### src/rtl/axis_lane_packer.sv
// AXI-Stream lane packer: compacts sparse tkeep lanes into dense full-width beats, flushing partial beats on tlast.
// Optional statistics counters are enabled by defining PACKER_STATS_EN.
`timescale 1ns/1ps
module axis_lane_packer #(
    parameter int LANES  = 4,
    parameter int LANE_W = 4,
    localparam int DATA_W = LANES * LANE_W
) (
    input  logic              clk,
    input  logic              areset,
    input  logic [DATA_W-1:0] s_axis_tdata,
    input  logic [LANES-1:0]  s_axis_tkeep,
    input  logic              s_axis_tlast,
    input  logic              s_axis_tvalid,
    output logic              s_axis_tready,
    output logic [DATA_W-1:0] m_axis_tdata,
    output logic [LANES-1:0]  m_axis_tkeep,
    output logic              m_axis_tlast,
    output logic              m_axis_tvalid,
    input  logic              m_axis_tready
`ifdef PACKER_STATS_EN
    ,
    output logic [31:0]       stat_beats_in,
    output logic [31:0]       stat_pkts_out
`endif
);

    localparam int OCC_W = $clog2(2 * LANES + 1);
    localparam int CNT_W = $clog2(LANES + 1);
    localparam logic [OCC_W-1:0] LANES_OCC = OCC_W'(LANES);
    localparam logic [OCC_W-1:0] ZERO_OCC  = {OCC_W{1'b0}};

    function automatic logic [CNT_W-1:0] popcount(input logic [LANES-1:0] keep);
        logic [CNT_W-1:0] cnt;
        cnt = {CNT_W{1'b0}};
        for (int i = 0; i < LANES; i++) begin
            cnt = cnt + CNT_W'(keep[i]);
        end
        return cnt;
    endfunction

    function automatic logic [DATA_W-1:0] compact(input logic [DATA_W-1:0] data,
                                                  input logic [LANES-1:0]  keep);
        logic [DATA_W-1:0] res;
        int                idx;
        res = {DATA_W{1'b0}};
        idx = 0;
        for (int i = 0; i < LANES; i++) begin
            if (keep[i]) begin
                res[idx*LANE_W +: LANE_W] = data[i*LANE_W +: LANE_W];
                idx = idx + 1;
            end else begin
                idx = idx;
            end
        end
        return res;
    endfunction

    logic [2*DATA_W-1:0] acc_r;
    logic [2*DATA_W-1:0] acc_shift_s;
    logic [2*DATA_W-1:0] wr_s;
    logic [2*DATA_W-1:0] acc_nxt_s;
    logic [OCC_W-1:0]    occ_r;
    logic [OCC_W-1:0]    pop_lanes_s;
    logic [OCC_W-1:0]    occ_pop_s;
    logic [OCC_W-1:0]    occ_nxt_s;
    logic                last_pend_r;
    logic                empty_last_r;
    logic                full_s;
    logic                flush_s;
    logic                valid_s;
    logic                tlast_s;
    logic                pop_s;
    logic                push_s;
    logic                ready_s;
    logic [CNT_W-1:0]    n_s;
    logic [DATA_W-1:0]   comp_s;
    logic [LANES-1:0]    keep_s;
    logic [LANES-1:0]    occ_mask_s;

    // Output beat classification, keep mask and tlast from the current occupancy.
    always_comb begin
        full_s  = (occ_r >= LANES_OCC);
        flush_s = last_pend_r && (occ_r != ZERO_OCC) && (occ_r < LANES_OCC);
        valid_s = full_s || (last_pend_r && (occ_r != ZERO_OCC)) || empty_last_r;
        for (int i = 0; i < LANES; i++) begin
            occ_mask_s[i] = (OCC_W'(i) < occ_r);
        end
        if (full_s) begin
            keep_s  = {LANES{1'b1}};
            tlast_s = last_pend_r && (occ_r == LANES_OCC);
        end else if (flush_s) begin
            keep_s  = occ_mask_s;
            tlast_s = 1'b1;
        end else begin
            keep_s  = {LANES{1'b0}};
            tlast_s = empty_last_r;
        end
    end

    // Handshakes, post-pop occupancy and next accumulator contents.
    always_comb begin
        pop_s = valid_s && m_axis_tready;
        if (pop_s) begin
            pop_lanes_s = full_s ? LANES_OCC : occ_r;
        end else begin
            pop_lanes_s = ZERO_OCC;
        end
        occ_pop_s = occ_r - pop_lanes_s;
        ready_s   = !areset && !last_pend_r && !empty_last_r && (occ_pop_s <= LANES_OCC);
        push_s    = s_axis_tvalid && ready_s;
        n_s       = popcount(s_axis_tkeep);
        comp_s    = compact(s_axis_tdata, s_axis_tkeep);
        // Lanes at or above occ are always zero, so any pop may shift a full beat out.
        acc_shift_s = pop_s ? (acc_r >> DATA_W) : acc_r;
        if (push_s) begin
            wr_s      = {{DATA_W{1'b0}}, comp_s} << (int'(occ_pop_s) * LANE_W);
            occ_nxt_s = occ_pop_s + OCC_W'(n_s);
        end else begin
            wr_s      = {(2*DATA_W){1'b0}};
            occ_nxt_s = occ_pop_s;
        end
        acc_nxt_s = acc_shift_s | wr_s;
    end

    // Accumulator, occupancy and packet-boundary flags.
    always_ff @(posedge clk) begin
        if (areset) begin
            acc_r        <= {(2*DATA_W){1'b0}};
            occ_r        <= ZERO_OCC;
            last_pend_r  <= 1'b0;
            empty_last_r <= 1'b0;
        end else begin
            acc_r <= acc_nxt_s;
            occ_r <= occ_nxt_s;
            if (push_s && s_axis_tlast && (occ_nxt_s != ZERO_OCC)) begin
                last_pend_r <= 1'b1;
            end else if (pop_s && tlast_s) begin
                last_pend_r <= 1'b0;
            end
            if (push_s && s_axis_tlast && (occ_nxt_s == ZERO_OCC)) begin
                empty_last_r <= 1'b1;
            end else if (pop_s && empty_last_r) begin
                empty_last_r <= 1'b0;
            end
        end
    end

    assign s_axis_tready = ready_s;
    assign m_axis_tdata  = acc_r[DATA_W-1:0];
    assign m_axis_tkeep  = keep_s;
    assign m_axis_tlast  = tlast_s;
    assign m_axis_tvalid = valid_s;

`ifdef PACKER_STATS_EN
    logic [31:0] stat_beats_r;
    logic [31:0] stat_pkts_r;

    // Saturating counters of accepted input beats and emitted packets.
    always_ff @(posedge clk) begin
        if (areset) begin
            stat_beats_r <= 32'd0;
            stat_pkts_r  <= 32'd0;
        end else begin
            if (push_s && (stat_beats_r != 32'hFFFF_FFFF)) begin
                stat_beats_r <= stat_beats_r + 32'd1;
            end
            if (pop_s && tlast_s && (stat_pkts_r != 32'hFFFF_FFFF)) begin
                stat_pkts_r <= stat_pkts_r + 32'd1;
            end
        end
    end

    assign stat_beats_in = stat_beats_r;
    assign stat_pkts_out = stat_pkts_r;
`else
    // Statistics hardware is not built in this configuration.
`endif

endmodule

### config.mk
export PLATFORM = sky130hd
export DESIGN_NAME = axis_lane_packer
export DESIGN_NICKNAME = d
export VERILOG_FILES = /design/src/rtl/axis_lane_packer.sv
export SDC_FILE = /design/constraint.sdc
export NUM_CORES = 1
export LEC_CHECK = 0
export BUFFER_PORTS_ARGS = -buffer_cell sky130_fd_sc_hd__buf_4
export CAP_MARGIN = 40
export CORE_MARGIN = 4
export CORE_UTILIZATION = 30
export DETAILED_ROUTE_END_ITERATION = 12
export PLACE_DENSITY_LB_ADDON = 0.08
export SYNTH_ARGS = -nofsm -noshare
export SYNTH_HDL_FRONTEND = slang
export SYNTH_SLANG_ARGS = --single-unit
### constraint.sdc
create_clock -name clk -period 6.4 [get_ports clk]
set_clock_uncertainty 0.2 [all_clocks]
set_input_delay 0.32 -clock clk [delete_from_list [all_inputs] [get_ports clk]]
set_output_delay 0.32 -clock clk [all_outputs]
set_load 0.01 [all_outputs]
== Word level (Yosys, flattened, before mapping) ==
Cells that the tools add are included.
Word-level totals
  register bits after elaboration: 38
  input port bits: 25
  output and inout bits: 23
  logic and storage cells: 76
Cells by class
  add/sub/neg operators: 10
  $lt $le $gt $ge: 7
  equality and inequality tests: 1
  shift-type cells: 7
  mux-type cells: 23
  bitwise logic cells: 1
  reductions and logical operators: 23
Operators by type and width (number)
  32-bit negation with 33-bit output: 3
  4-bit by 33-bit variable shift with 16-bit output, first input constant: 3
  4-bit by 33-bit indexed part select with 16-bit output: 3
  32-bit two-way mux: 2
  30-bit two-way mux: 2
  16-bit bitwise mux: 3
  16-bit two-way mux: 3
  32-bit bitwise OR: 1
  16-bit by 6-bit << shifter with 32-bit output: 1
  30-bit by 2-bit adder with 30-bit output, second input constant: 1
  4-bit two-way mux: 6
  1-bit logical AND: 13
  1-bit by 4-bit less-than comparator with 1-bit output, first input constant: 2
  2-bit by 4-bit less-than comparator with 1-bit output, first input constant: 2
  4-bit nonzero test: 2
  1-bit two-way mux: 7
  4-bit by 3-bit adder with 4-bit output: 1
  4-bit by 3-bit equality test with 1-bit output, second input constant: 1
  4-bit by 3-bit greater-or-equal comparator with 1-bit output, second input constant: 1
  4-bit by 3-bit <= comparator with 1-bit output, second input constant: 1
  4-bit zero test: 1
  4-bit by 3-bit less-than comparator with 1-bit output, second input constant: 1
  2-bit nonzero test: 2
  4-bit subtractor: 1
  6 further kinds: 9

== Longest topological paths before layout ==
Gate-level depths: netlist (run 1).
  depth in word-level cells: 14
  gate-level depth with buffers: 16
  gate-level depth less buffers: 14

== Worst setup path before layout (run 1) ==
Ideal clock, no wire load.
  path type: reg2reg
  from: reg occ_r[3]
  to: reg last_pend_r
  setup time: 0.128 ns
  arrival time: 3.886 ns
  data required time: 6.072 ns
  setup slack: 2.186 ns
  stages on the path, launching flop included: 16
  buffers on the path: 3
  period minus slack after synthesis: 4.214 ns
  cell sequence: dfxtp_1 -> nor2_1 -> nand2_1 -> or2_2 -> nand2_1 -> buf_2 -> nor3_1 -> ha_1 -> clkbuf_1 -> inv_1 -> clkbuf_8 -> fa_1 -> fa_1 -> or4_1 -> a21oi_1 -> o22ai_1
Between the ends
  cells in the longest elaborated chain, start to end: 14
  elaborated cells on any way between the ends: 26
  those cells by class: add/sub: 2; order compare: 3; eq/ne: 1; mux: 6; reduce/logical: 14
Ends and longest elaborated chain
  from (decl): line 63  | logic [OCC_W-1:0] occ_r;
  from (signal assigned): line 135  | occ_r <= occ_nxt_s;
  parallel branches: the longest is 2 deep, another holds 4-bit by 3-bit greater-or-equal comparator with 1-bit output
  1-bit logical OR * (2 in series): line 85  | valid_s = full_s || (last_pend_r && (occ_r != ZERO_OCC)) || empty_last_r;
  named net m_axis_tvalid: line 19  | output logic m_axis_tvalid,
  1-bit logical AND *: line 103  | pop_s = valid_s && m_axis_tready;
  4-bit two-way mux: line 104  | if (pop_s) begin
  4-bit subtractor: line 109  | occ_pop_s = occ_r - pop_lanes_s;
  4-bit by 3-bit <= comparator with 1-bit output: line 110  | ready_s = !areset && !last_pend_r && !empty_last_r && (occ_pop_s <= LANES_OCC);
  1-bit logical AND: line 110
  1-bit logical AND: line 111  | push_s = s_axis_tvalid && ready_s;
  4-bit two-way mux: line 116  | if (push_s) begin
  4-bit nonzero test: line 136  | if (push_s && s_axis_tlast && (occ_nxt_s != ZERO_OCC)) begin
  1-bit logical AND: line 136
  1-bit two-way mux or 2-bit nonzero test (tied branches)
  to (signal assigned): line 131  | last_pend_r <= 1'b0;
  to (signal assigned): line 137  | last_pend_r <= 1'b1;
  to (signal assigned): line 139  | last_pend_r <= 1'b0;
  to (decl): line 67  | logic last_pend_r;
Mark *: on every way through the listed nets, which the timed path passes.
A chain may end at the register's enable or synchronous reset.

== Worst setup path in the final report (run 1) ==
  from: reg occ_r[3]
  to: reg empty_last_r
Between the ends
  cells in the longest elaborated chain, start to end: 14
  elaborated cells on any way between the ends: 20
  those cells by class: add/sub: 2; order compare: 2; mux: 4; reduce/logical: 12
Ends and longest elaborated chain
  parallel branches: the longest is 14 deep, another holds 4-bit by 3-bit greater-or-equal comparator with 1-bit output
  to (signal assigned): line 132  | empty_last_r <= 1'b0;
  to (signal assigned): line 142  | empty_last_r <= 1'b1;
  to (signal assigned): line 144  | empty_last_r <= 1'b0;
  to (decl): line 68  | logic empty_last_r;
Several ways; the timed one is not identified.

==> results of run 1 <==
## layout make-up
cell class	count	area [um2]
fill	1038	6060
multi-input combinational	277	1890
sequential	38	761
timing repair buffer	50	375
tap	129	161
clock buffer	6	82.6
inverter	8	30.0
clock inverter	2	12.5
## worst max path at each step
stage / startpoint / endpoint / slack (ns) / depth (start not counted)
2_1_floorplan: occ_r[3] / last_pend_r / 2.19 / 15
3_3_place_gp: occ_r[3] / last_pend_r / 1.80 / 13
3_5_place_dp: occ_r[3] / empty_last_r / 1.65 / 12
4_1_cts: occ_r[3] / empty_last_r / 1.64 / 12
5_1_grt: occ_r[3] / empty_last_r / 1.30 / 12
6_report: occ_r[3] / empty_last_r / 1.65 / 12
## through the flow
stage / power [mW] / hold slack [ns] / instances / utilization / area, um2
after detailed placement: 0.942 / 0.245 / 502 / 0.343 / 3220
after floorplan: 0.793 / 0.229 / 356 / - / 2940
after global placement: 0.944 / 0.241 / 501 / 0.342 / 3210
final: 1.11 / 0.126 / 510 / 0.353 / 3310
after global routing: 1.20 / 0.169 / 510 / 0.353 / 3310
after CTS: 1.12 / 0.125 / 510 / 0.353 / 3310
## layout by cell type (no fill, tap or decap), drive strengths merged, types with 2 or more instances in the layout
cell type	count
nand2	60
buf	50
dfxtp	38
nor2	31
mux2i	17
a22oi	16
a21oi	15
o21ai	13
nor3	13
a31oi	12
ha	9
inv	8
a32oi	8
a21o	8
and2	7
a22o	7
clkbuf	6
a211oi	5
fa	5
o32ai	5
nand3b	4
o21bai	4
nor2b	3
or3	3
or2	3
nand3	2
o31ai	2
o21a	2
nand2b	2
o22ai	2
xor2	2
o311ai	2
or4	2
## worst max-delay path: cells and delay by family (launching register included)
| family | cells | cell delay, ns |
|---|---|---|
| fa+ha+maj | 3 | 1.62 |
| simple gates | 6 | 1.39 |
| buf+inv | 2 | 0.76 |
| flops | 1 | 0.39 |
| compound gates | 1 | 0.27 |
## layer usage
layer	wire [um]	vias up	global-route usage
li1	-	1328	-
met1	4220	1215	0.218
met2	3380	80	0.213
met3	398	6	0.0235
met4	69	0	0.0301
met5	0	-	0
## sequential cells by signal, summed over array words and instances, names as in the netlist
register and flops:
acc_r 32, occ_r 4, empty_last_r 1, last_pend_r 1
## kinds of logic after synthesis
group,after synthesis,synth area share
buffers and inverters,41,0.0988
adders and majority gates,14,0.0724
DFF,38,0.259
AOI/OAI and AO/OA,103,0.259
xor gates and xnor gates,3,0.0115
and+or+nand+nor,140,0.242
muxes,17,0.0579
## power by group through the flow
| stage | logic, mW | clock network [mW] | registers [mW] |
|---|---|---|---|
| after floorplan | 0.490 | 0 | 0.303 |
| after global placement | 0.632 | 0 | 0.311 |
| after detailed placement | 0.629 | 0 | 0.313 |
| after CTS | 0.632 | 0.178 | 0.307 |
| after global routing | 0.699 | 0.185 | 0.313 |
| final | 0.630 | 0.174 | 0.307 |
==> results.cfg, run 1 <==
[die]
dieHeight_um = 107
core_area_mm2 = 0.00937
initial_core_util = 0.314
pin_count = 48
rows = 35
dieArea_mm2 = 0.0114
fp.dieW_um = 107

[placed_design]
place_ws_ns = 1.65
place_congestion = 0.873
portBuffers = 47
dp_hpwl_um = 6320

[grt]
grt_pass1_vias = 2508
grt_overflow_total = 0
grt_max_degree = 42
antenna_found_initial = 0
grt_util_all_layers = 0.144
grt_pass1_wl_um = 13100

[clocking]
clock_latency_ns = 0.28
cts_buffers = 5
hold_buffers = 0
cts_tree = yes
post-cts-setup-buffers = 0
clk_pin_slew_ns = 0.07
cts_buffer_depth = 2
cts-root-buf = clkbuf_8
post_cts_resized = 0
cts.sinks = 38
htree_num_levels = 2

[logic_synthesis]
synth_ff_type = dfxtp_1
ys_top_cells_by_area = dfxtp_1 (26%), nand2_1 (7.7%), mux2i_1 (5.8%)
synth-seq-area-share = 0.259
synth.most_common_cell = nand2_1
synth_edf_count = 0
synthesis.area_mm2 = 0.00294
ys_types = 60
syn_inst = 356
syn_nets = 395
synth_warnings = 0
synth.top_cell.area_share = 0.259
synth-seq-cells = 38
avgSynthCellArea_um2 = 8.26
async_flop_share = 0
yosys.area.top_type = dfxtp_1
synthTopCellsByCount = nand2_1 (60), dfxtp_1 (38), nor2_1 (29)

[worst_setup_path]
worst-r2r-setup-slack_ns = 1.65
critPathCaptureType = flop
r2r_start = occ_r[3]
critical_path_class = reg -> reg
worstPathCellList = nor2_1 -> nand2_1 -> or2_2 -> nand2_1 -> buf_4 -> nor3_1 -> ha_1 -> inv_1 -> fa_1 -> fa_1 -> or4_1 -> o32ai_1
r2r_cells = 12
r2r_end = empty_last_r
arrival_ns = 4.74
slowest_delay_ns = 0.62
critPathSlowestCell = ha_1
critPathMaxFanout = 33
cp_data_required_time_ns = 6.39
worst_setup_path_start_kind = flop

[cells_and_area]
finalNetCount = 419
synthToLayoutAreaGrowth_pct = 12.6
antennaDiodeCount = 0
final_layout_size_suffix_gt1_frac = 0.220

[hold_path]
whs_path_depth = 3
holdCritPathClass = in -> reg
whs_endpoint = last_pend_r
min_from = s_axis_tlast

[detailed_routing]
drt_iter0_markers = 243
drt_first_pass_iters = 5
routed_via_density = 5.15
postRouteAntennaNets = 0
drt-wirelength-per-cell_um = 15.8
drc_errors = 0
totalWireLength_um = 8070
via_count = 2629

[job]
drv_cap = 0

[pwr]
comb_power_share = 0.567
p_switching_mw = 0.506
power.density_mw_per_mm2 = 335
p_clk_frac = 0.156
p_sw_frac = 0.456
leakage_nw = 1.27
seqPwrFrac = 0.276
intPower_mw = 0.604
peakVddDrop_mv = 0.0974

[timing]
hold_viol_final = 0
maxSlewViolCount = 0
setup_ws_ns = 1.65
tns_ns = 0
setup_viol = 0
rsz0062_at_grt = no
max_freq_mhz = 211
worst_pin_slew_ns = 0.788
period_share = 0.742
final.min_clock_period_ns = 4.75
relSlewSlack = 0.474

[status]
status = finished, final reports clean
Power figures use the tool's default switching activity.
==> run 2, diff against run 1 <==
--- a/config.mk
+++ b/config.mk
@@ -5,6 +5,7 @@
 export SDC_FILE = /design/constraint.sdc
 export NUM_CORES = 1
 export LEC_CHECK = 0
+export ABC_AREA = 1
 export BUFFER_PORTS_ARGS = -buffer_cell sky130_fd_sc_hd__buf_4
 export CAP_MARGIN = 40
 export CORE_MARGIN = 4
==> constraint.sdc (replaced) <==
create_clock -name clk -period 4.47 [get_ports clk]
set_clock_uncertainty 0.2 [all_clocks]
set_input_delay 0.2235 -clock clk [delete_from_list [all_inputs] [get_ports clk]]
set_output_delay 0.2235 -clock clk [all_outputs]
set_load 0.01 [all_outputs]
==> run 2 against run 1 <==
  * Die area is 5.7% higher
  * Maximum frequency is 31% higher
  * Sequential share of layout area shrank 1.7 points
  * Via count grew 17%
  * Combinational power increased by 60%
  * Final cell count increased by 25%
  * First-iteration DRC count shrank 33%
  * Synthesized cell count grew 35%
  * Hold slack got worse by 0.11 ns
  * Critical endpoint is now acc_r[24]
==> results.cfg, run 2 <==
[status]
status = finished, final reports clean

[hold_path]
min_from = m_axis_tready
holdCritPathClass = in -> reg
whs_path_depth = 4
whs_endpoint = empty_last_r

[logic_synthesis]
synth_warnings = 0
synthTopCellsByCount = nand2_1 (161), nand3_1 (59), inv_1 (42)
synth.top_cell.area_share = 0.244
async_flop_share = 0
synth_ff_type = dfxtp_1
ys_types = 39
synthXorXnorAreaFrac = 0
synth-seq-cells = 38
synth.most_common_cell = nand2_1
synthSimpleGateAreaFrac = 0.408
synth-seq-area-share = 0.244
ys_top_cells_by_area = dfxtp_1 (24%), nand2_1 (19%), nand3_1 (9.5%)
synth_top_family_by_area = simple AND/OR/NAND/NOR gates
synthMuxAreaShare = 0.0257
synthesis.area_mm2 = 0.00312
avgSynthCellArea_um2 = 6.48
yosys.area.top_type = dfxtp_1
synth_compound_area_frac = 0.119
syn_nets = 520
synthAdderAreaFrac = 0.0682
syn_inst = 481
synth_edf_count = 0

[pwr]
leakage_nw = 1.72
power.density_mw_per_mm2 = 506
peakVddDrop_mv = 0.189
power_mw = 1.81

[clocking]
hold_buffers = 0
cts_buffers = 5
cts_tree = yes
htree_num_levels = 2
cts-root-buf = clkbuf_8
post_cts_resized = 0
cts.sinks = 38
cts_buffer_depth = 2
post-cts-setup-buffers = 0
clk_pin_slew_ns = 0.08
clock_latency_ns = 0.29

[cells_and_area]
layout_commonest_cell = nand2_1
largest_reg_flops = 32
reg_top3 = acc_r: 32 flops, occ_r: 4 flops
fin_area_mm2 = 0.00357
nFillCells = 1120
final_layout_size_suffix_gt1_frac = 0.166
largest_register = acc_r
synthToLayoutAreaGrowth_pct = 14.5
finalNetCount = 544
antennaDiodeCount = 0
layout_common_cells = nand2_1 (161), nand3_1 (59), buf_4 (52), inv_1 (42), dfxtp_1 (38)

[grt]
grt_overflow_total = 0
grt_pass1_wl_um = 14400
grt_util_all_layers = 0.153
antenna_found_initial = 0
grt_pass1_vias = 3002
grt_max_degree = 35

[timing]
setup_viol = 0
final.min_clock_period_ns = 3.63
maxSlewViolCount = 0
rsz0062_at_grt = no
tns_ns = 0
holdWs_ns = 0.0186
relSlewSlack = 0.720
hold_viol_final = 0
period_share = 0.812
worst_pin_slew_ns = 0.420
max_freq_mhz = 276

[worst_setup_path]
critPathSlowestCell = fa_1
r2r_end = acc_r[24]
arrival_ns = 3.66
critPathMaxFanout = 22
r2r_cells = 20
critical_path_class = reg -> reg
critPathCaptureType = flop
cp_data_required_time_ns = 4.50
slowest_delay_ns = 0.59
worst-r2r-setup-slack_ns = 0.84
worstPathCellList = inv_1 -> nand2_1 -> nand2_1 -> nand2_1 -> or2_1 -> nand2_2 -> nor3_1 -> ha_1 -> inv_1 -> fa_1 -> clkinv_4 -> nand2_4 -> nand3_2 -> nand2_2 -> inv_4 -> nand3_4 -> nor2_8 -> nand2_2 -> o21a_1 -> a21oi_2
r2r_start = occ_r[1]
worst_setup_path_start_kind = flop

[placed_design]
portBuffers = 47
place_congestion = 0.847
post_dp_cell_area_mm2 = 0.00343
dp_hpwl_um = 6840

[die]
initial_core_util = 0.313
dieHeight_um = 110
core_area_mm2 = 0.00995
dieArea_mm2 = 0.0121
fp.dieW_um = 110
rows = 36
pin_count = 48

[detailed_routing]
via_count = 3069
drt_first_pass_iters = 5
totalWireLength_um = 8670
drt-wirelength-per-cell_um = 13.6
routed_via_density = 4.80
postRouteAntennaNets = 0
drt_iter0_markers = 162
drc_errors = 0

[job]
drv_cap = 0
-- run 2: through the flow --
step	std cells	util	setup WS, ns
final	639	0.359	0.841
after floorplan	481	-	0.763
after global placement	631	0.344	0.911
after detailed placement	631	0.344	0.818
after global routing	639	0.359	0.461
after CTS	639	0.359	0.801
-- run 2: power by group --
part | leakage [nW] | internal (mW) | switching [mW] | total (mW)
Combinational | 1.35 | 0.353 | 0.658 | 1.01
Clock | 0.0714 | 0.238 | 0.130 | 0.368
Sequential | 0.307 | 0.392 | 0.0334 | 0.425
-- run 2: worst max-delay path by stage --
stage / start / to / slack, ns / depth (start not counted)
final: occ_r[1] / acc_r[24] / 0.84 / 20
after detailed placement: occ_r[1] / acc_r[24] / 0.82 / 20
after CTS: occ_r[1] / acc_r[24] / 0.80 / 20
after global placement: occ_r[1] / acc_r[25] / 0.91 / 20
after global routing: occ_r[1] / acc_r[23] / 0.46 / 20
after floorplan: occ_r[1] / last_pend_r / 0.76 / 22
-- run 2: layer usage --
metal / GRT usage / vias to the layer above / part of all wire
li1: - / 1608 / -
met1: 0.197 / 1402 / 0.46
met2: 0.265 / 53 / 0.49
met3: 0.0223 / 6 / 0.033
met4: 0.0365 / 0 / 0.0093
met5: 0 / - / 0
-- run 2: cell type report --
| class | count | area [um2] | share of cell area |
|---|---|---|---|
| sequential | 38 | 761 | 0.213 |
| clock inverter | 2 | 60.1 | 0.0168 |
| tap | 133 | 166 | 0.0466 |
| clock buffer | 6 | 82.6 | 0.0231 |
| inverter | 45 | 176 | 0.0494 |
| timing repair buffer | 52 | 390 | 0.109 |
| multi-input combinational | 363 | 1930 | 0.542 |
-- run 2: logic make-up after synthesis --
group | after synthesis
simple gates | 282
compound gates | 59
flops | 38
mux | 8
fa+ha+maj | 14
buf+inv | 80
-- run 2: critical path, delay by kind of cell, from the launching register on --
family | cells | cell delay [ns]
AO/OA/AOI/OAI | 2 | 0.30
adder cells (fa/ha/maj) | 2 | 0.76
buffers and inverters | 4 | 0.42
flip-flops | 1 | 0.41
AND/OR/NAND/NOR | 12 | 1.46
